`config.mk`:
```
export PLATFORM = sky130hd
export DESIGN_NAME = sum_stream_buffer
export DESIGN_NICKNAME = d
export VERILOG_FILES = /design/src/rtl/sum_stream_buffer.sv
export SDC_FILE = /design/constraint.sdc
export NUM_CORES = 1
export LEC_CHECK = 0
export ABC_AREA = 1
export CAP_MARGIN = 30
export CELL_PAD_IN_SITES_DETAIL_PLACEMENT = 1
export CELL_PAD_IN_SITES_GLOBAL_PLACEMENT = 2
export CORE_ASPECT_RATIO = 0.5
export CORE_MARGIN = 4
export CORE_UTILIZATION = 34
export DETAILED_ROUTE_END_ITERATION = 12
export PLACE_DENSITY = 0.84
export REMOVE_ABC_BUFFERS = 1
export SLEW_MARGIN = 25
export SYNTH_ARGS = -nofsm -noshare
export SYNTH_HDL_FRONTEND = slang
export SYNTH_SLANG_ARGS = --single-unit
```
`constraint.sdc`:
```
create_clock -name clk -period 2.4 [get_ports clk]
set_input_delay 0.24 -clock clk [delete_from_list [all_inputs] [get_ports clk]]
set_output_delay 0.24 -clock clk [all_outputs]
set_load 0.03 [all_outputs]
```
`src/rtl/sum_stream_buffer.sv`:
```
// sum_stream_buffer
// Captures the adding machine's 32-bit running sum into a small FIFO and
// hands the captured sums to a consumer over a valid/ready handshake.
// Sums that arrive while the FIFO is full and not draining are lost and
// counted in a saturating drop counter.
//
// Optional feature macro: SUM_DELTA_EN
//   defined   : each stored value is in_data minus the previously accepted
//               sum (mod 2^32), recovering the per-cycle addend.
//   undefined : in_data is stored unchanged and no prev register exists.

module sum_stream_buffer #(
    parameter int ADDR_W = 2,
    parameter int DEPTH  = 4
) (
    input  logic              clk,
    input  logic              reset,
    input  logic [31:0]       in_data,
    input  logic              in_valid,
    output logic [31:0]       out_data,
    output logic              out_valid,
    input  logic              out_ready,
    output logic [ADDR_W:0]   count,
    output logic              full,
    output logic              empty,
    output logic [15:0]       drop_count
);

    // The pointers wrap by natural overflow, which only works for a power of two.
    generate
        if (DEPTH != (2 ** ADDR_W)) begin : g_depth_check
            $error("sum_stream_buffer: DEPTH must equal 2**ADDR_W");
        end
    endgenerate

    localparam logic [ADDR_W:0] DEPTH_C = DEPTH[ADDR_W:0];

    logic [31:0]       mem [DEPTH];
    logic [ADDR_W-1:0] wr_ptr;
    logic [ADDR_W-1:0] rd_ptr;
    logic [31:0]       stored;
    logic              push;
    logic              pop;
    logic              drop;

    assign empty     = (count == '0);
    assign full      = (count == DEPTH_C);
    assign out_valid = !empty;
    assign out_data  = mem[rd_ptr];

    // A full FIFO can still accept a sum when the consumer frees a slot in the same cycle.
    always_comb begin
        pop  = out_valid && out_ready;
        push = in_valid && (!full || pop);
        drop = in_valid && full && !pop;
    end

`ifdef SUM_DELTA_EN
    logic [31:0] prev;

    // Remember the last accepted running sum; dropped sums leave it alone so the next delta spans the gap.
    always_ff @(posedge clk or negedge reset) begin
        if (!reset) begin
            prev <= '0;
        end else if (push) begin
            prev <= in_data;
        end
    end

    // Store the difference from the previous accepted sum, wrapping mod 2^32.
    always_comb begin
        stored = in_data - prev;
    end
`else
    // Store the running sum as-is.
    always_comb begin
        stored = in_data;
    end
`endif

    // Entry storage and write pointer; reset clears every entry so out_data reads 0 afterwards.
    always_ff @(posedge clk or negedge reset) begin
        if (!reset) begin
            for (int i = 0; i < DEPTH; i++) begin
                mem[i] <= '0;
            end
            wr_ptr <= '0;
        end else if (push) begin
            mem[wr_ptr] <= stored;
            wr_ptr      <= wr_ptr + ADDR_W'(1);
        end
    end

    // Read pointer advances on each accepted handshake.
    always_ff @(posedge clk or negedge reset) begin
        if (!reset) begin
            rd_ptr <= '0;
        end else if (pop) begin
            rd_ptr <= rd_ptr + ADDR_W'(1);
        end
    end

    // Occupancy tracks push/pop; simultaneous push and pop cancel out.
    always_ff @(posedge clk or negedge reset) begin
        if (!reset) begin
            count <= '0;
        end else begin
            case ({push, pop})
                2'b10:   count <= count + (ADDR_W+1)'(1);
                2'b01:   count <= count - (ADDR_W+1)'(1);
                default: count <= count;
            endcase
        end
    end

    // Count sums lost to back-pressure, sticking at the maximum rather than wrapping.
    always_ff @(posedge clk or negedge reset) begin
        if (!reset) begin
            drop_count <= '0;
        end else if (drop && (drop_count != 16'hFFFF)) begin
            drop_count <= drop_count + 16'd1;
        end
    end

endmodule
```
After elaboration in Yosys (flattened, before gate mapping):

Cells that the tools add are included.

* output and inout port bits: 54
* logic and storage cells: 41
* register bits: 151
* input port bits: 36

* bitwise logic cells: 2
* add/sub/neg operators: 5
* $lt $le $gt $ge: 3
* reduce and logical (&&, ||, !) cells: 12
* eq/ne operators: 4
* muxes and demuxes: 7

Operators with widths (count)
* $bwmux W128: 1
* $mux W32: 3
* $bmux W32 S2: 1
* $demux W32 S2: 1
* $add A16 B1 Y16 const B: 1
* $ne A16 B16 Y1 const B: 1
* $ge A3 B3 Y1 const B: 2
* $logic_and A1 B1 Y1: 6
* $not A2 Y3: 2
* $pmux W3 S2: 1
* $add A2 B1 Y2 const B: 2
* $add A3 B1 Y3 const B: 1
* $eq A3 B3 Y1 const B: 1
* $logic_not A1 Y1: 3
* $logic_not A3 Y1: 1
* $lt A3 B1 Y1 const B: 1
* $sub A3 B1 Y3 const B: 1
* $eq A2 B1 Y1 const B: 1
* $eq A2 B2 Y1 const B: 1
* $reduce_bool A2 Y1: 1
* $logic_or A1 B1 Y1: 1

Logic depth before layout (Yosys ltp):

Gate-level depths: netlist of run 1.

* word-level depth: 7
* depth in mapped cells: 10
* gate-level depth less buffers: 10

Worst setup path after synthesis of run 1:

OpenSTA, ideal clock, no wires.

* path type: register to register
* start: register count[2]
* end: register count[2]
* setup slack: -0.080 ns
* path buffers: 0
* data arrival time: 2.349 ns
* clock period less this slack: 2.480 ns
* library setup time: 0.131 ns
* cell stages (with the launch flop): 11
* data required time: 2.269 ns
* cell sequence: dfrtp_1 inv_1 nand2_1 inv_1 nor2_1 ha_1 inv_1 fa_1 a21oi_1 o21ai_0 xor2_1

* longest elaborated chain between the ends: 7
* elaborated cells between the ends (all ways): 13
* classes of those cells: 2 x add/sub; 3 x eq/ne; 1 x mux; 7 x reduce/logical

RTL lines
* start: declaration: line 23 `output logic [ADDR_W:0] count,`
* start signal: assignment: line 109 `2'b10: count <= count + (ADDR_W+1)'(1);`
* start signal: assignment: line 110 `2'b01: count <= count - (ADDR_W+1)'(1);`
* start signal: assignment: line 111 `default: count <= count;`
* $logic_not A3 Y1 (*): line 46 `assign empty = (count == '0);`
* $logic_not A1 Y1 (*): line 48 `assign out_valid = !empty;`
* via out_valid: line 21 `output logic out_valid,`
* $logic_and A1 B1 Y1 (*): line 53 `pop = out_valid && out_ready;`
* via pop: line 43 `logic pop;`
* $logic_or A1 B1 Y1: line 54 `push = in_valid && (!full || pop);`
* $logic_and A1 B1 Y1: line 54
* $eq A2 B1 Y1 / $eq A2 B2 Y1 (equally long branches): line 108 `case ({push, pop})`
* $pmux W3 S2 / $reduce_bool A2 Y1 (equally long branches)

Mark *: on every way through the listed nets, which the timed path passes. The rest lies on a longest branch.
A chain may end at the register's enable or synchronous reset.

Worst setup path in the final report of run 1:

* start: register rd_ptr[0]
* end: output port out_data[13]

* longest elaborated chain between the ends: 4

RTL lines
* start: declaration: line 40 `logic [ADDR_W-1:0] rd_ptr;`
* start signal: assignment: line 99 `rd_ptr <= rd_ptr + ADDR_W'(1);`
* $not A2 Y3 (implied by the code): line 49 `assign out_data = mem[rd_ptr];`
* $bmux W32 S2: line 49
* $mux W32 (implied by the code) (2 in series): line 49
* end: declaration: line 20 `output logic [31:0] out_data,`

Every way passes these cells. The select of a mux whose other input is x is not followed.

==> results of run 1 <==
## area by class of cell
type,instances,area [sq um]
clock buffer,20,446.7
clock inverter,12,165.2
fill,2379,11290
inverter,57,222.7
multi-input combinational,562,2710
sequential,151,3780
tap,266,332.8
timing repair buffer,104,957.2
## cells in the mapped netlist, drive strengths merged (2+ instances only)
| library cell | n |
|---|---|
| a21oi | 2 |
| buf | 29 |
| clkbuf | 15 |
| clkinv | 2 |
| dfrtp | 151 |
| ha | 6 |
| inv | 55 |
| nand2 | 205 |
| nand3 | 9 |
| nand3b | 2 |
| nand4 | 6 |
| nor2 | 88 |
| o21ai | 200 |
| o22ai | 32 |
| xnor2 | 6 |
| xor2 | 4 |
## path summary, 6_finish.rpt
check	startpoint	to	depth (start not counted)
max	rd_ptr[0]	out_data[13]	5
min	reset	mem[39]	2
max reg2reg	count[0]	count[2]	9
min reg2reg	mem[70]	mem[70]	2
max in group asynchronous	reset	mem[117]	3
min in group clk	in_data[27]	mem[27]	3
## worst register-to-register path: cells and delay by family (launching register included)
family                   cells  cell delay, ns
AO/OA/AOI/OAI                2            0.26
flip-flops                   1            0.43
adder cells (fa/ha/maj)      2            0.53
AND/OR/NAND/NOR              3            0.43
buffers and inverters        1            0.06
XOR/XNOR                     1            0.15
## registers in the layout, summed over array words and instances, names as in the netlist
signal      flops
drop_count     16
rd_ptr          2
count           3
wr_ptr          2
mem           128
## layout by cell type, fill, tap and decap left out, drive strengths merged
cell / Yosys / layout
nand2: 205 / 205
o21ai: 200 / 200
dfrtp: 151 / 151
nor2: 88 / 88
inv: 55 / 58
clkdlybuf4s50: 0 / 56
buf: 29 / 43
o22ai: 32 / 32
clkbuf: 15 / 20
nand3: 9 / 9
xnor2: 6 / 6
ha: 6 / 6
nand4: 6 / 6
clkinv: 2 / 5
xor2: 4 / 4
dlygate4sd2: 0 / 4
bufinv: 0 / 3
clkinvlp: 0 / 3
a21oi: 2 / 2
nand3b: 2 / 2
nor3: 1 / 1
fa: 1 / 1
dlygate4sd3: 0 / 1
## repair_timing
action / CTS / global route
endpoints found under the hold margin: 62 / 0
pin swaps: 0 / 0
resized for setup: 4 / 1
setup endpoints to repair: 4 / 1
hold buffers: 1 / 0
## logic make-up after synthesis
logic type / count (synthesis) / synth area share, %
AO/OA/AOI/OAI: 234 / 17.21
XOR/XNOR: 10 / 1.244
adder cells (fa/ha/maj): 7 / 1.351
buffers and inverters: 101 / 7.804
flip-flops: 151 / 53.69
AND/OR/NAND/NOR: 311 / 18.70
## metal layers
layer  vias up  share of wire, %
li1       2845                 -
met1      2863                47
met2        54                50
met3        19               2.3
met4         2               1.1
met5         -             0.043
## stage by stage
stage               std cells  TNS (ns)  setup WS (ns)  hold slack, ns  utilization, %
floorplan                 770    -4.508        -0.1442        -0.05559               -
global placement         1139         0         0.2841          0.2872           40.16
detailed placement       1139         0         0.2876          0.2840           40.16
CTS                      1172         0         0.1098          0.4057           43.26
global route             1172         0        0.06444          0.4216           43.27
finish                   1172         0         0.1795          0.3681           43.27
## report_power, final
| group | total [mW] | internal (mW) | switching [mW] |
|---|---|---|---|
| Combinational | 5.91 | 2.11 | 3.80 |
| Sequential | 4.27 | 3.64 | 0.632 |
| Clock | 2.79 | 1.68 | 1.10 |
==> impl_metrics.json, run 1 <==
{
  "r2r_setup_slack_ns": 0.42,
  "synth_warnings": 0,
  "n_antenna_cell": 0,
  "grt_util_met2_pct": 29.98,
  "tightestPinTransition_ns": 0.6323,
  "rows": 36,
  "synth_top_area_share_pct": 53.69,
  "drv_slew": 0,
  "port_buffers": 89,
  "critPathSlowestCell": "dfrtp_2",
  "use_met1_pct": 21.98,
  "area_growth_pct": 22.40,
  "place_area_sq_mm": 0.007996,
  "hold_path_class": "input port to async pin",
  "cts_tree": "done",
  "critPathMaxFanout": 22,
  "grt_pass1_wl_microns": 31850,
  "synthCells": 814,
  "power_mw": 12.96,
  "synth_area_leaders": "dfrtp_1 54%, nand2_1 11%, o21ai_1 9.6%",
  "die_area_sq_mm": 0.02321,
  "rsz0062_at_grt": "false",
  "final_area_sq_mm": 0.008615,
  "crit_family": "buffers and inverters",
  "drive_gt1_share_pct": 10.04,
  "wl_per_cell_microns": 15.91,
  "num_io_pins": 90,
  "first_iter_violations": 230,
  "worstSetupEndpointType": "output port",
  "ys_types": 28,
  "critPathArrivalTime_ns": 1.98,
  "fin_crit_ns": 2.220,
  "max_freq_ghz": 0.4504,
  "routabilityCongestion": 0.7642,
  "die_w_microns": 211.5,
  "cts_root_buf": "clkbuf_16",
  "dieHeight_microns": 109.7,
  "crit_chain": "clkinv_2 > buf_4 > o21ai_0 > o22ai_1 > buf_4",
  "final_nets": 936,
  "synthArstFlopShare_pct": 100.0,
  "antenna_found_initial": 1,
  "cts_buffers": 17,
  "setup_violations": 0,
  "first_global_vias": 6288,
  "worstSetupPathType": "register to output port",
  "gr-usage-all-layers_pct": 17.04,
  "coreArea_sq_mm": 0.01991,
  "routed_wl_microns": 18640,
  "vias": 5783,
  "synthesis.area_sq_mm": 0.007038,
  "finalCritPeriodShare_pct": 92.52,
  "syn_area_per_cell_sq_um": 8.646,
  "max_stage_delay_ns": 0.43,
  "cp_common_cell": "buf_4",
  "cp_num_buf_inv": 3,
  "synth_seq_cells": 151,
  "max_slew_margin_pct": 57.85,
  "synth_edf_count": 0,
  "crit_required_ns": 2.16,
  "yosys_most_used_dff": "dfrtp_1",
  "vias_per_cell": 4.934,
  "cts_buffer_depth": 2,
  "gr-total-overflow": 0,
  "worst_setup_path_start_kind": "register",
  "post-cts-setup-buffers": 0,
  "worst_clock_skew_ns": 0.01020,
  "ys_seq_area_share_pct": 53.69,
  "busiest_layer": "met2",
  "clk_pin_slew_ns": 0.07,
  "ir_worst_vdd_uv": 512.0,
  "p_per_area_mw_per_mm2": 1505,
  "synth_top_area_cell": "dfrtp_1",
  "first_pass_iters": 4,
  "met3_usage_pct": 3.022,
  "dp.final_hpwl_microns": 12010,
  "drv_cap": 0,
  "start_util_pct": 35.35,
  "numClockSinks": 151,
  "finalHoldViolations": 0,
  "remaining_drc_errors": 0,
  "clk_latency_ns": 0.42,
  "h-tree-depth": 4,
  "leakage_nw": 3.951,
  "ant_nets": 0,
  "grt_max_degree": 66,
  "status": "finished clean"
}
Note: power is estimated with default switching activity, not from simulation.
==> run 2, diff against run 1 <==
Settings changed: TNS_END_PERCENT from default to 20.
==> results of run 2 <==
The final DEF is identical to that of run 1; final timing and power are the same.
